<file path="config.mk">
export PLATFORM = sky130hd
export DESIGN_NAME = bp_fe_cmd_responder
export DESIGN_NICKNAME = d
export VERILOG_FILES = /design/src/rtl/bp_fe_cmd_responder.sv
export SDC_FILE = /design/constraint.sdc
export NUM_CORES = 1
export LEC_CHECK = 0
export ABC_CLOCK_PERIOD_IN_PS = 2880
export CORE_AREA = 4 4 212 214
export CTS_CLUSTER_SIZE = 20
export DETAILED_ROUTE_END_ITERATION = 12
export DIE_AREA = 0 0 216 218
export GPL_TIMING_DRIVEN = 0
export PLACE_DENSITY = 0.81
export SYNTH_ARGS = -nofsm -noshare
export SYNTH_HDL_FRONTEND = slang
export SYNTH_SLANG_ARGS = --single-unit
</file>
<file path="constraint.sdc">
create_clock -name clk_i -period 2.88 [get_ports clk_i]
set_clock_uncertainty 0.1 [all_clocks]
set_input_delay 0.432 -clock clk_i [delete_from_list [all_inputs] [get_ports clk_i]]
set_output_delay 0.432 -clock clk_i [all_outputs]
set_load 0.005 [all_outputs]
</file>
<file path="src/rtl/bp_fe_cmd_responder.sv">
// FE endpoint of the BE/FE command/queue protocol: owns the fetch PC, drops stale fetches, buffers fe_queue entries.
// Optional: `define BP_FE_MISALIGN_EXC_EN turns misaligned command targets into a single exception entry.
module bp_fe_cmd_responder #(
  parameter int vaddr_width_p = 39,
  parameter int instr_width_p = 32,
  parameter int buffer_els_p  = 4
) (
  input  logic                     clk_i,
  input  logic                     reset_n_i,
  input  logic                     fe_cmd_v_i,
  input  logic [1:0]               fe_cmd_opcode_i,
  input  logic [vaddr_width_p-1:0] fe_cmd_npc_i,
  output logic                     fe_cmd_yumi_o,
  output logic                     fetch_v_o,
  output logic [vaddr_width_p-1:0] fetch_pc_o,
  input  logic                     fetch_ready_and_i,
  input  logic                     fetch_resp_v_i,
  input  logic [instr_width_p-1:0] fetch_resp_instr_i,
  output logic                     fe_queue_v_o,
  output logic                     fe_queue_msg_type_o,
  output logic [vaddr_width_p-1:0] fe_queue_pc_o,
  output logic [instr_width_p-1:0] fe_queue_instr_o,
  input  logic                     fe_queue_ready_and_i
);
  localparam int ptr_w_lp = $clog2(buffer_els_p);
  localparam int cnt_w_lp = ptr_w_lp + 1;

  localparam logic [1:0] st_idle = 2'd0;
  localparam logic [1:0] st_run  = 2'd1;
  localparam logic [1:0] st_wait = 2'd2;

  localparam logic [1:0] op_state_reset = 2'd0;
  localparam logic [1:0] op_wait        = 2'd2;

  logic [1:0]               state_q, state_d;
  logic [vaddr_width_p-1:0] pc_q, pc_d;
  logic [cnt_w_lp-1:0]      out_q, out_d, drop_q, drop_d, cnt_q, cnt_d;
  logic [ptr_w_lp-1:0]      wp_q, wp_d, rp_q, rp_d, pcf_wp_q, pcf_rp_q;
  logic [vaddr_width_p-1:0] pcf_mem_q   [buffer_els_p];
  logic [vaddr_width_p-1:0] buf_pc_q    [buffer_els_p];
  logic [instr_width_p-1:0] buf_instr_q [buffer_els_p];

  logic                     flush, exc, fire, resp_ok, enq, deq;
  logic [vaddr_width_p-1:0] npc_ld;
  logic [cnt_w_lp:0]        credit_used;

  assign fe_cmd_yumi_o = fe_cmd_v_i;

  // IDLE only wakes on state_reset; every other non-wait opcode (incl. reserved) redirects.
  assign flush = fe_cmd_v_i & (fe_cmd_opcode_i != op_wait)
               & ((state_q != st_idle) | (fe_cmd_opcode_i == op_state_reset));

`ifdef BP_FE_MISALIGN_EXC_EN
  assign exc    = flush & (fe_cmd_npc_i[1:0] != 2'b00);
  assign npc_ld = fe_cmd_npc_i;
`else
  assign exc    = 1'b0;
  assign npc_ld = fe_cmd_npc_i & ~vaddr_width_p'(3);
`endif

  // Credit covers in-flight fetches and buffered entries, so a response always has a slot.
  assign credit_used = {1'b0, out_q} + {1'b0, cnt_q};
  assign fetch_v_o   = (state_q == st_run) & ~fe_cmd_v_i
                     & (credit_used < {1'b0, cnt_w_lp'(buffer_els_p)});
  assign fetch_pc_o  = pc_q;

  assign fire    = fetch_v_o & fetch_ready_and_i;
  assign resp_ok = fetch_resp_v_i & (out_q != '0);
  assign enq     = resp_ok & (drop_q == '0) & ~flush;
  assign deq     = fe_queue_v_o & fe_queue_ready_and_i;

  assign fe_queue_v_o     = (cnt_q != '0);
  assign fe_queue_pc_o    = buf_pc_q[rp_q];
  assign fe_queue_instr_o = buf_instr_q[rp_q];

  always_comb begin
    state_d = state_q;
    pc_d    = fire ? pc_q + vaddr_width_p'(4) : pc_q;
    if (flush) begin
      pc_d    = npc_ld;
      state_d = exc ? st_wait : st_run;
    end else if (fe_cmd_v_i && fe_cmd_opcode_i == op_wait && state_q == st_run) begin
      state_d = st_wait;
    end
  end

  always_comb begin
    out_d  = out_q + cnt_w_lp'(fire) - cnt_w_lp'(resp_ok);
    drop_d = drop_q - cnt_w_lp'(resp_ok & (drop_q != '0));
    wp_d   = wp_q + ptr_w_lp'(enq);
    rp_d   = rp_q + ptr_w_lp'(deq);
    cnt_d  = cnt_q + cnt_w_lp'(enq) - cnt_w_lp'(deq);
    if (flush) begin
      // Everything still in flight belongs to the old stream.
      drop_d = out_d;
      wp_d   = ptr_w_lp'(exc);
      rp_d   = '0;
      cnt_d  = cnt_w_lp'(exc);
    end
  end

  always_ff @(posedge clk_i or negedge reset_n_i) begin
    if (!reset_n_i) begin
      state_q  <= st_idle;
      pc_q     <= '0;
      out_q    <= '0;
      drop_q   <= '0;
      cnt_q    <= '0;
      wp_q     <= '0;
      rp_q     <= '0;
      pcf_wp_q <= '0;
      pcf_rp_q <= '0;
      for (int i = 0; i < buffer_els_p; i++) begin
        pcf_mem_q[i]   <= '0;
        buf_pc_q[i]    <= '0;
        buf_instr_q[i] <= '0;
      end
    end else begin
      state_q <= state_d;
      pc_q    <= pc_d;
      out_q   <= out_d;
      drop_q  <= drop_d;
      cnt_q   <= cnt_d;
      wp_q    <= wp_d;
      rp_q    <= rp_d;
      // PC FIFO pops on every response, dropped or not, so it stays aligned with the source.
      if (fire) begin
        pcf_mem_q[pcf_wp_q] <= pc_q;
        pcf_wp_q            <= pcf_wp_q + ptr_w_lp'(1);
      end
      if (resp_ok) pcf_rp_q <= pcf_rp_q + ptr_w_lp'(1);
      if (exc) begin
        buf_pc_q[0]    <= fe_cmd_npc_i;
        buf_instr_q[0] <= '0;
      end else if (enq) begin
        buf_pc_q[wp_q]    <= pcf_mem_q[pcf_rp_q];
        buf_instr_q[wp_q] <= fetch_resp_instr_i;
      end
    end
  end

`ifdef BP_FE_MISALIGN_EXC_EN
  logic [buffer_els_p-1:0] buf_exc_q;
  always_ff @(posedge clk_i or negedge reset_n_i) begin
    if (!reset_n_i)   buf_exc_q       <= '0;
    else if (exc)     buf_exc_q[0]    <= 1'b1;
    else if (enq)     buf_exc_q[wp_q] <= 1'b0;
  end
  assign fe_queue_msg_type_o = buf_exc_q[rp_q];
`else
  assign fe_queue_msg_type_o = 1'b0;
`endif

  a_no_overflow: assert property (@(posedge clk_i) disable iff (!reset_n_i)
    !(enq && !deq && cnt_q == cnt_w_lp'(buffer_els_p)));
  a_resp_expected: assert property (@(posedge clk_i) disable iff (!reset_n_i)
    !(fetch_resp_v_i && out_q == '0 && state_q != st_idle));

endmodule

</file>
======== Word level (Yosys, flattened, before mapping) ========
Index checks and enable logic that the tools add are counted.
W data, S select, Z words.
word-level totals
  input bits .............................. 79
  output and inout bits ................... 114
  word-level logic and storage cells ...... 97
  bits in registers ....................... 498
cells by class
  mux-type cells .......................... 26
  bitwise gates (word level) .............. 17
  $lt $le $gt $ge ......................... 7
  $add $sub $neg .......................... 11
  reduce and logical (&&, ||, !) cells .... 12
  eq/ne operators ......................... 3
operators by type and width
  kind                     count
  $bwmux W156              2
  $mux W39                 8
  $bmux W39 S2             2
  $demux W39 S2            2
  $bwmux W128              1
  $mux W32                 3
  $bmux W32 S2             1
  $demux W32 S2            1
  $add A39 B3 Y39 const B  1
  $ge A3 B3 Y1 const B     4
  $not A2 Y3               4
  $and A1 B1 Y1            10
  $reduce_bool A3 Y1       3
  $sub A3 B1 Y3            3
  $mux W2                  4
  $add A3 B1 Y3            2
  $lt A3 B1 Y1 const B     2
  $mux W3                  2
  $reduce_bool A2 Y1       3
  $add A2 B1 Y2            2
  $add A2 B1 Y2 const B    2
  $add A3 B3 Y4            1
  $logic_and A1 B1 Y1      4
  $lt A4 B3 Y1 const B     1
  other kinds (7)          8

======== Depth between registers and ports, before layout ========
Gate-level depths: netlist of run 1.
  depth in word-level cells ............... 8
  mapped depth ............................ 13

======== Worst setup path before layout of run 1 ========
No wires, ideal clock.
  path type ............................... reg2reg
  start ................................... register out_q[2]
  end ..................................... register drop_q[2]
  setup time .............................. 0.133 ns
  setup slack ............................. -0.162 ns
  data required time ...................... 2.647 ns
  buffers on the path ..................... 1
  data arrival time ....................... 2.809 ns
  period minus slack after synthesis ...... 3.042 ns
  stages on the path, launching flop included .. 14
  cell sequence ........................... dfrtp_1 ha_1 nor4_1 and4_1 buf_2 inv_1 ha_1 inv_1 ha_1 fa_1 xnor2_1 xnor2_1 nand2_1 o21ai_0
on the way
  longest elaborated chain between the ends .. 7
  elaborated cells between the ends (all ways) .. 11
RTL lines
  item                    RTL line  text
  start, declared         37        logic [cnt_w_lp-1:0] out_q, out_d, drop_q, drop_d, cnt_q, cnt_d;
  start signal, assigned  121       out_q <= out_d;
  $add A3 B3 Y4           62        assign credit_used = {1'b0, out_q} + {1'b0, cnt_q};
  $lt A4 B3 Y1            64        & (credit_used < {1'b0, cnt_w_lp'(buffer_els_p)});
  $and A1 B1 Y1           64
  $and A1 B1 Y1           67        assign fire = fetch_v_o & fetch_ready_and_i;
  $add A3 B1 Y3           88        out_d = out_q + cnt_w_lp'(fire) - cnt_w_lp'(resp_ok);
  $sub A3 B1 Y3 *         88
  via out_d[2]            37
  $mux W3 *               93        if (flush) begin
  via drop_d[2]           37
  end signal, assigned    122       drop_q <= drop_d;
  end, declared           37
Mark *: on every way through the listed nets, which the timed path passes. The rest lies on a longest branch.
A chain may end at the register's enable or synchronous reset.

======== Worst setup path in the final report of run 1 ========
Same ends and word-level chain as after synthesis.

==> results of run 1 <==
## placed cells by master (no fill, tap or decap), types with 27 or more instances in the layout
master / n
buf_4: 27
clkbuf_2: 31
clkbuf_1: 38
mux4_2: 106
clkbuf_16: 49
dfrtp_1: 476
buf_2: 29
o21ai_0: 41
mux2_2: 412
nand2_1: 56
dlygate4sd2_1: 40
clkdlybuf4s50_1: 121
## through the flow
step	worst slack (ns)	util, %	cells	TNS (ns)	total power [W]
2_1_floorplan	0.0390	-	1419	0	0.0135
3_3_place_gp	-18.61	56.0	2189	-9011.30	0.0161
3_5_place_dp	-0.854	56.3	2193	-122.58	0.0164
4_1_cts	-0.137	61.2	2302	-0.137	0.0236
5_1_grt	-0.122	61.2	2303	-0.168	0.0246
6_report	0.00405	61.2	2303	0	0.0233
## flip-flops by register name (all words and copies together) (netlist names)
register / flops
wp_q: 2
drop_q: 3
pcf_wp_q: 2
pcf_mem_q: 148
cnt_q: 3
buf_pc_q: 148
buf_instr_q: 128
state_q: 2
rp_q: 2
fetch_pc_o: 37
pcf_rp_q: 2
out_q: 3
## power by group through the flow
stage	Combinational [W]	Clock, W	Sequential (W)
2_1_floorplan	0.00437	0	0.00912
3_3_place_gp	0.00672	0	0.00937
3_5_place_dp	0.00699	0	0.00946
4_1_cts	0.00732	0.00685	0.00941
5_1_grt	0.00781	0.00715	0.00961
6_report	0.00718	0.00674	0.00942
## critical path, delay by kind of cell, from the launching register on
kind / cells / cell delay, ns
simple gates: 3 / 0.57
fa+ha+maj: 4 / 0.96
xor+xnor: 2 / 0.31
compound gates: 1 / 0.14
buf+inv: 3 / 0.28
flops: 1 / 0.44
## final cells by class
| type | instances | area, um2 | area share (%) |
|---|---|---|---|
| clock buffer | 71 | 1450 | 5.52 |
| clock inverter | 18 | 269 | 1.03 |
| buffer | 102 | 623 | 2.37 |
| sequential | 480 | 12000 | 45.8 |
| tap | 585 | 732 | 2.79 |
| timing repair buffer | 215 | 2130 | 8.12 |
| multi-input combinational | 817 | 8950 | 34.1 |
| inverter | 15 | 60.1 | 0.229 |
## routing by layer
metal  vias to the layer above  GRT usage, %  wire length [um]
met5                         -             0                 7
met4                         2          5.89              1080
met1                      6909          29.0             21500
met2                       362          36.7             25200
li1                       5744             -                 -
met3                        85          3.69              2410
## cell families (layout without fill, tap and decap cells)
group / count (synthesis) / in the layout / synth area share, %
other cells: 1 / 5 / 0.0175
simple gates: 171 / 171 / 4.14
compound gates: 69 / 69 / 1.79
xor+xnor: 37 / 37 / 1.51
mux: 518 / 518 / 32.8
fa+ha+maj: 17 / 17 / 1.06
buf+inv: 122 / 421 / 2.54
flops: 480 / 480 / 56.1
## worst paths after layout
path,cells after the start,slack [ns],start,end
min in group clk_i,3,0.29,fe_cmd_npc_i[38],fetch_pc_o[38]
min,2,0.26,reset_n_i,fetch_pc_o[31]
max,13,0.004,out_q[2],drop_q[2]
max reg2reg,13,0.004,out_q[2],drop_q[2]
min reg2reg,2,0.39,pcf_mem_q[49],pcf_mem_q[49]
max in group asynchronous,5,0.54,reset_n_i,buf_instr_q[73]
## what timing repair did
item / 4_1_cts / 5_1_grt
endpoints found under the hold margin: 59 / 0
hold buffers: 1 / 0
cloned: 2 / 0
pin swaps: 9 / 8
gates resized for setup: 161 / 53
setup buffers: 19 / 4
endpoints found under the setup margin: 172 / 153
==> metrics.txt, run 1 <==
result of the run=completed; Commonest cells post-synth=dfrtp_1 (480), mux2_2 (412), mux4_2 (106); Antenna Diode Count=0; actual slew at the worst max-slew pin=0.947 ns; half-perimeter wire length of the detailed placement result=34200 um; switching share of total power=29.3%; post-route cell area=26200 um2; critical path data arrival time=3.29 ns; classification of the worst-slack hold path=input pin to asynchronous set/reset pin; die area=47100 um2; worst endpoint required time=3.29 ns; Psw=0.00684 W; post-detailed-route wirelength per cell=21.8 um; count of nets left with antenna violations after detail routing=0; max-capacitance violation count=0; fill cell instance count of the final layout=3156; CP dominant cell by count=ha_4; Clock Sinks=480; routability congestion estimate=0.841; die boundary width=216 um; top cell type's share of synthesized area=56.1%; wire length after detailed routing=50200 um; final number of max-transition violations=0; share of flip-flops with an asynchronous set or reset=100%; initial antenna violation count=1; Row Count=76; Crit Path Category=flop to flop; IO Count=193; routed via count=13100; ratio of total power to cell area=889 nW/um2; Initial Utilization=49.9%; sequential share of power=40.4%; core area=42900 um2; most numerous cell in the Yosys netlist=dfrtp_1; height of the die=218 um; clock tree from TritonCTS=done; Net count, final=1776; placed cell area=24100 um2; part of the power in combinational logic=30.8%; series of cell instances along the critical path=ha_4 > nor4_4 > and4_1 > buf_6 > clkinvlp_4 > ha_4 > inv_2 > ha_4 > fa_2 > xnor2_2 > xnor2_2 > nand2_1 > o21ai_1; cell type contributing the most total cell area after synthesis=dfrtp_1; via-per-instance ratio=5.69; number of enable-type register cells in the synthesized netlist=0; Clk Tree Root Cell=clkbuf_16; Cell variety after synth=42; Total Routing Usage GR=21.5%; Congestion Overflow GR=0; crit path launch type=flop; largest driver fanout on the critical path=3; worst-path cell with the longest stage delay=dfrtp_2; wire length of the first global-routing pass=80400 um; number of H-tree levels=2; 1st-iter DRT viols=926; synthesized netlist cell count=1415; maximum operating frequency=348 MHz; count of unresolved DRC violations after routing=0; biggest area contributors in the synthesized netlist=dfrtp_1 (56%), mux2_2 (22%), mux4_2 (11%); average size of a mapped cell=15.1 um2; port buffer count=185; Peak supply drop=510 uV; final-report setup violation count=0; register area share after synthesis=56.1%; area of the mapped netlist=21400 um2; CTS clock-pin slew for the worst setup and hold paths=0.06 ns; worst max-slew margin expressed relative to the limit=36.8%; internal power consumption=0.0165 W; largest net degree at the start of global routing=125; post-route clock period utilization=99.9%; most common flop cell mapped by yosys=dfrtp_1; WHS=0.262 ns; fraction of layout cells with a size suffix above 1=42.7%; area grow syn2layout=22.6%; min cycle time layout=2.88 ns; 1st-pass router iterations=5; maximum buffer depth of the clock tree=3; peak per-stage delay on the critical path=0.44 ns; clock buffers created by TritonCTS=49; Skew-Pair Late Insertion Delay=0.59 ns; Hold Fails Final Rpt=0; post-synthesis sequential element count=480; number of global-route vias before repair=14300; crit path capture type=flop; count of yosys warnings during synthesis=0; RSZ-0062 raised after global routing=yes; leakage power of the design=12.4 nW; Clock Power Share=28.9%
Note: power is estimated with default switching activity, not from simulation.
==> run 2: changes to the inputs <==
SETUP_SLACK_MARGIN = 0.2   (was unset)
==> run 2 against run 1 <==
Combinational power increased by 6.7%. Routed wire length increased by 0.14%. Cell area increased by 1.2%. Non-clock buffer count increased by 26. Cell count increased by 1.3%. Setup slack improved by 0.076 ns. Core utilization increased by 0.71 points. First-iteration DRC count decreased by 8.7%. Total power increased by 1.1%. Die area unchanged. Sequential power about the same. Critical path type is now flop to output port. Critical endpoint is now fe_queue_pc_o[22].
==> metrics.txt, run 2 (synthesis gave the netlist of run 1 again) <==
Clock Power Share=27.6% (-1.3 points); Psw=0.00690 W (+0.93%); half-perimeter wire length of the detailed placement result=33100 um (-3.4%); port buffer count=185 (unchanged); met3 wire length=2390 um (-1.0%); worst max-slew margin expressed relative to the limit=36.1% (-0.71 points); clock buffers created by TritonCTS=50 (+2.0%); worst endpoint required time=2.35 ns (-0.94 ns); clock tree from TritonCTS=done; post-detailed-route wirelength per cell=21.6 um (-1.1%); maximum operating frequency=357 MHz (+2.7%); IO Count=193 (unchanged); wire length of the first global-routing pass=80200 um (-0.24%); Reg2Reg Depth=13 (unchanged); Initial Utilization=49.9% (unchanged); Peak supply drop=483 uV (-5.3%); placed cell area=24100 um2 (about the same); number of H-tree levels=2 (unchanged); commonest non-fill, non-tap cell in the layout=dfrtp_1; core area=42900 um2 (unchanged); 1st-iter DRT viols=845 (-8.7%); count of unresolved DRC violations after routing=0 (unchanged); WHS=0.306 ns (+0.0438 ns); initial antenna violation count=0 (-1); result of the run=completed; crit path launch type=flop; maximum buffer depth of the clock tree=3 (unchanged); largest net degree at the start of global routing=135 (+8.0%); internal power consumption=0.0167 W (+1.1%); actual slew at the worst max-slew pin=0.958 ns (+0.0106 ns); die area=47100 um2 (unchanged); Worst R2R Setup Slack=0.15 ns (+0.15 ns); Total Routing Usage GR=21.4% (-0.13 points); endpoint of the worst register-to-register path=drop_q[2]; die boundary width=216 um (unchanged); crit path capture type=output port; final number of max-transition violations=0 (unchanged); post-route cell area=26500 um2 (+1.2%); commonest cells after routing, fill and taps aside=dfrtp_1 (478), mux2_2 (412), clkdlybuf4s50_1 (114), mux4_2 (106), nand2_1 (56); fraction of layout cells with a size suffix above 1=46.4% (+3.8 points); Worst Hold Endpoint=fetch_pc_o[19]; Antenna Diode Count=0 (unchanged); Clock Sinks=480 (unchanged); ratio of total power to cell area=889 nW/um2 (about the same); Hold Fails Final Rpt=0 (unchanged); Clk Tree Root Cell=clkbuf_16; Net count, final=1803 (+1.5%); post-route clock period utilization=97.2% (-2.6 points); via-per-instance ratio=5.68 (-0.23%); number of global-route vias before repair=14300 (+0.27%); Skew-Pair Late Insertion Delay=0.58 ns (about the same); beginning of the worst hold path=fe_cmd_npc_i[19]; min cycle time layout=2.80 ns (-0.0761 ns); leading registers by flop count=buf_pc_q: 148 flops, pcf_mem_q: 148 flops, buf_instr_q: 128 flops; classification of the worst-slack hold path=input pin to flop; switching share of total power=29.3% (-0.042 points); max-capacitance violation count=0 (unchanged); Met2 Routed Length=24600 um (-2.5%); height of the die=218 um (unchanged); wire length after detailed routing=50300 um (+0.14%); sequential share of power=39.9% (-0.5 points); 1st-pass router iterations=7 (+2); routed via count=13200 (+1.0%); count of nets left with antenna violations after detail routing=0 (unchanged); Critical R2R Launch=out_q[2]; RSZ-0062 raised after global routing=yes; Setup WS pre-CTS=-0.864 ns (-0.00953 ns); Congestion Overflow GR=0 (unchanged); largest driver fanout on the critical path=6 (+3); slack of the critical path=0.0802 ns (+0.0761 ns); CTS clock-pin slew for the worst setup and hold paths=0.06 ns (about the same); part of the power in combinational logic=32.5% (+1.7 points); routability congestion estimate=0.825 (-1.9%); Crit Path Category=flop to output port; Highest Signal Layer=met4; area grow syn2layout=24.0%; wl on met1=22200 um (+3.2%); critical path data arrival time=2.27 ns (-1.02 ns); Row Count=76 (unchanged); leakage power of the design=12.6 nW (+1.7%); number of instances on the worst hold path=3; final-report setup violation count=0 (unchanged)
-- run 2: cell types whose count changed in the layout (fill, tap and decap cells not counted), sizes merged, moves of 3 or more --
cell	change
dlygate4sd2	-39
clkdlybuf4s50	-7
bufinv	-3
clkinv	+6
dlymetal6s2s	+10
buf	+65
-- run 2: power groups by stage --
stage | clock network, W | registers, W | logic [W]
floorplan | 0 | 0.00912 | 0.00438
global placement | 0 | 0.00937 | 0.00669
detailed placement | 0 | 0.00947 | 0.00692
CTS | 0.00666 | 0.00939 | 0.00734
global route | 0.00697 | 0.00959 | 0.00831
finish | 0.00652 | 0.00940 | 0.00766
-- run 2: timing repair --
| item | in CTS | in global routing |
|---|---|---|
| hold buffers | 1 | 0 |
| endpoints found under the setup margin | 380 | 254 |
| pin swaps | 8 | 9 |
| resized for setup | 285 | 103 |
| cloned | 1 | 1 |
| buffers inserted | 25 | 20 |
| hold endpoints to repair | 125 | 0 |
-- run 2: how the worst max path moves through the flow --
stage | start | endpoint | slack, ns
2_1_floorplan | cnt_q[2] | drop_q[2] | 0.19
3_3_place_gp | reset_n_i | fetch_pc_o[31] | -18.59
3_5_place_dp | fe_cmd_opcode_i[0] | buf_pc_q[154] | -0.86
4_1_cts | rp_q[0] | fe_queue_instr_o[19] | -0.04
5_1_grt | rp_q[0] | fe_queue_pc_o[22] | 0.02
6_report | rp_q[0] | fe_queue_pc_o[22] | 0.08
-- run 2: routing by layer --
layer	vias up	GRT usage, %
met3	75	4.00
li1	5819	-
met1	6975	29.9
met2	367	35.2
met5	-	0
met4	0	5.44
-- run 2: worst max-delay path, cell delays in order (launching register included) --
cell	delay [ns]
dfrtp_1	0.40
clkbuf_16	0.19
buf_6	0.12
buf_12	0.12
buf_6	0.11
buf_8	0.12
mux4_2	0.47
buf_2	0.16
-- run 2: final cells by class --
type / count / area, um2
inverter: 15 / 63.8
buffer: 107 / 703
tap: 585 / 732
clock inverter: 21 / 195
clock buffer: 71 / 1480
sequential: 480 / 12000
timing repair buffer: 236 / 2350
multi-input combinational: 817 / 9000
fill: 3096 / 16300
-- run 2: stage by stage --
step	setup TNS (ns)	cells	utilization (%)	power, W
after floorplan	0	1419	-	0.0135
after global placement	-8998.25	2189	56.0	0.0161
after detailed placement	-120.70	2192	56.2	0.0164
after CTS	-0.233	2311	61.1	0.0234
after global routing	0	2332	61.9	0.0249
final	0	2332	61.9	0.0236
==> run 3: changes to the inputs <==
MAX_ROUTING_LAYER = met4   (was unset)
==> run 3 against run 2 <==
Global-route usage rose by 0.64 points. Maximum frequency barely moved. Register-to-register slack barely moved. Largest cell class unchanged. Hold slack worse by 0.0032 ns. Highest routed layer unchanged.
==> metrics.txt, run 3 (synthesis gave the netlist of run 1 again) <==
commonest cells after routing, fill and taps aside=dfrtp_1 (478), mux2_2 (412), clkdlybuf4s50_1 (115), mux4_2 (106), nand2_1 (56); number of standard cells in the final layout excluding fillers=2332 (unchanged); Net count, final=1803 (unchanged); count of unresolved DRC violations after routing=0 (unchanged); source of the critical timing path=rp_q[0]; CTS clock-pin slew for the worst setup and hold paths=0.06 ns (about the same); wire length after detailed routing=50300 um (+0.14%); via-per-instance ratio=5.67 (-0.14%); classification of the worst-slack hold path=input pin to flop; RSZ-0062 raised after global routing=yes; post-route clock period utilization=97.3% (about the same); number of instances on the worst hold path=3 (unchanged); result of the run=completed; Skew-Pair Late Insertion Delay=0.59 ns (about the same); worst endpoint required time=2.35 ns (about the same); Reg2Reg Depth=13 (unchanged); number of global-route vias before repair=14300 (-0.15%); routed via count=13200 (-0.14%); IO Count=193 (unchanged); post-detailed-route wirelength per cell=21.6 um (+0.14%); routability congestion estimate=0.838 (+1.5%); 1st-pass router iterations=5 (-2); critical path data arrival time=2.27 ns (about the same); commonest non-fill, non-tap cell in the layout=dfrtp_1; WHS=0.302 ns (-0.00325 ns); half-perimeter wire length of the detailed placement result=33100 um (unchanged); worst max-slew margin expressed relative to the limit=36.6% (+0.50 points); crit path capture type=output port; wire length of the first global-routing pass=80300 um (about the same); core area=42900 um2 (unchanged); Critical R2R Launch=out_q[2]; final-report setup violation count=0 (unchanged); maximum buffer depth of the clock tree=3 (unchanged); largest driver fanout on the critical path=7 (+1); Total Routing Usage GR=22.1% (+0.64 points); Initial Utilization=49.9% (unchanged); die boundary width=216 um (unchanged); number of H-tree levels=2 (unchanged); largest net degree at the start of global routing=135 (unchanged); Antenna Diode Count=0 (unchanged); Placed Cells=2192 (unchanged); height of the die=218 um (unchanged); Setup WS pre-CTS=-0.864 ns (unchanged); beginning of the worst hold path=fe_cmd_npc_i[24]; Worst R2R Setup Slack=0.15 ns (about the same); clock buffers created by TritonCTS=50 (unchanged); leading registers by flop count=buf_pc_q: 148 flops, pcf_mem_q: 148 flops, buf_instr_q: 128 flops; 1st-iter DRT viols=845 (unchanged); crit path launch type=flop; Peak supply drop=482 uV (-0.16%); slack of the critical path=0.0780 ns (-0.00220 ns); die area=47100 um2 (unchanged); leakage power of the design=12.6 nW (about the same); initial antenna violation count=0 (unchanged); port buffer count=185 (unchanged); final number of max-transition violations=0 (unchanged); area grow syn2layout=24.1% (about the same); Congestion Overflow GR=0 (unchanged); clock tree from TritonCTS=done; Crit Path Category=flop to output port; Hold Fails Final Rpt=0 (unchanged); Clock Sinks=480 (unchanged); maximum operating frequency=357 MHz (about the same); fraction of layout cells with a size suffix above 1=46.4% (unchanged); actual slew at the worst max-slew pin=0.950 ns (-0.00751 ns); max-capacitance violation count=0 (unchanged); Clk Tree Root Cell=clkbuf_16; min cycle time layout=2.80 ns (+0.00220 ns); Row Count=76 (unchanged); ratio of total power to cell area=889 nW/um2 (about the same); count of nets left with antenna violations after detail routing=0 (unchanged)
==> run 3: worst paths after layout <==
check | endpoint
max | fe_queue_instr_o[1]
max in group asynchronous | pcf_mem_q[147]
min reg2reg | pcf_mem_q[27]
min | fetch_pc_o[24]
min in group asynchronous | buf_instr_q[57]
max reg2reg | drop_q[2]
==> run 3: worst max-delay path, cell delays in order (launching register included) <==
cell,delay [ns]
dfrtp_1,0.38
clkbuf_16,0.20
buf_12,0.13
mux4_2,0.50
clkdlybuf4s50_1,0.47
==> run 3: repair_timing <==
action	CTS	global route
gates cloned	1	2
endpoints found under the setup margin	380	245
hold buffers	1	0
pin swaps	8	9
setup buffers	25	19
hold endpoints to repair	125	0
resized for setup	285	100
==> run 3: area by class of cell <==
type / instances / area (um2)
Buffer: 107 / 703
Timing Repair Buffer: 236 / 2360
Inverter: 15 / 63.8
Clock buffer: 71 / 1480
Multi-Input combinational cell: 817 / 9000
Clock inverter: 21 / 195
Tap cell: 585 / 732
Sequential cell: 480 / 12000
Fill cell: 3089 / 16300
==> run 3: stage by stage <==
stage                     area [um2]  util [%]  power (W)  setup TNS, ns
after global placement         24000      56.0     0.0161       -8998.25
after floorplan                21400         -     0.0135              0
after global routing           26600      61.9     0.0249              0
after detailed placement       24100      56.2     0.0164        -120.70
final                          26600      61.9     0.0236              0
after CTS                      26200      61.1     0.0234         -0.233
==> run 3: routing by layer <==
layer	vias up	wire (um)	track usage (%)
met3	87	2170	3.75
met5	-	0	-
li1	5834	-	-
met2	340	24700	35.3
met1	6956	22400	30.0
met4	0	1090	5.36
==> run 3: report_power, final <==
group / internal (W) / switching, W / leakage, nW
clock network: 0.00385 / 0.00267 / 0.833
registers: 0.00840 / 0.00100 / 6.43
logic: 0.00446 / 0.00323 / 5.35
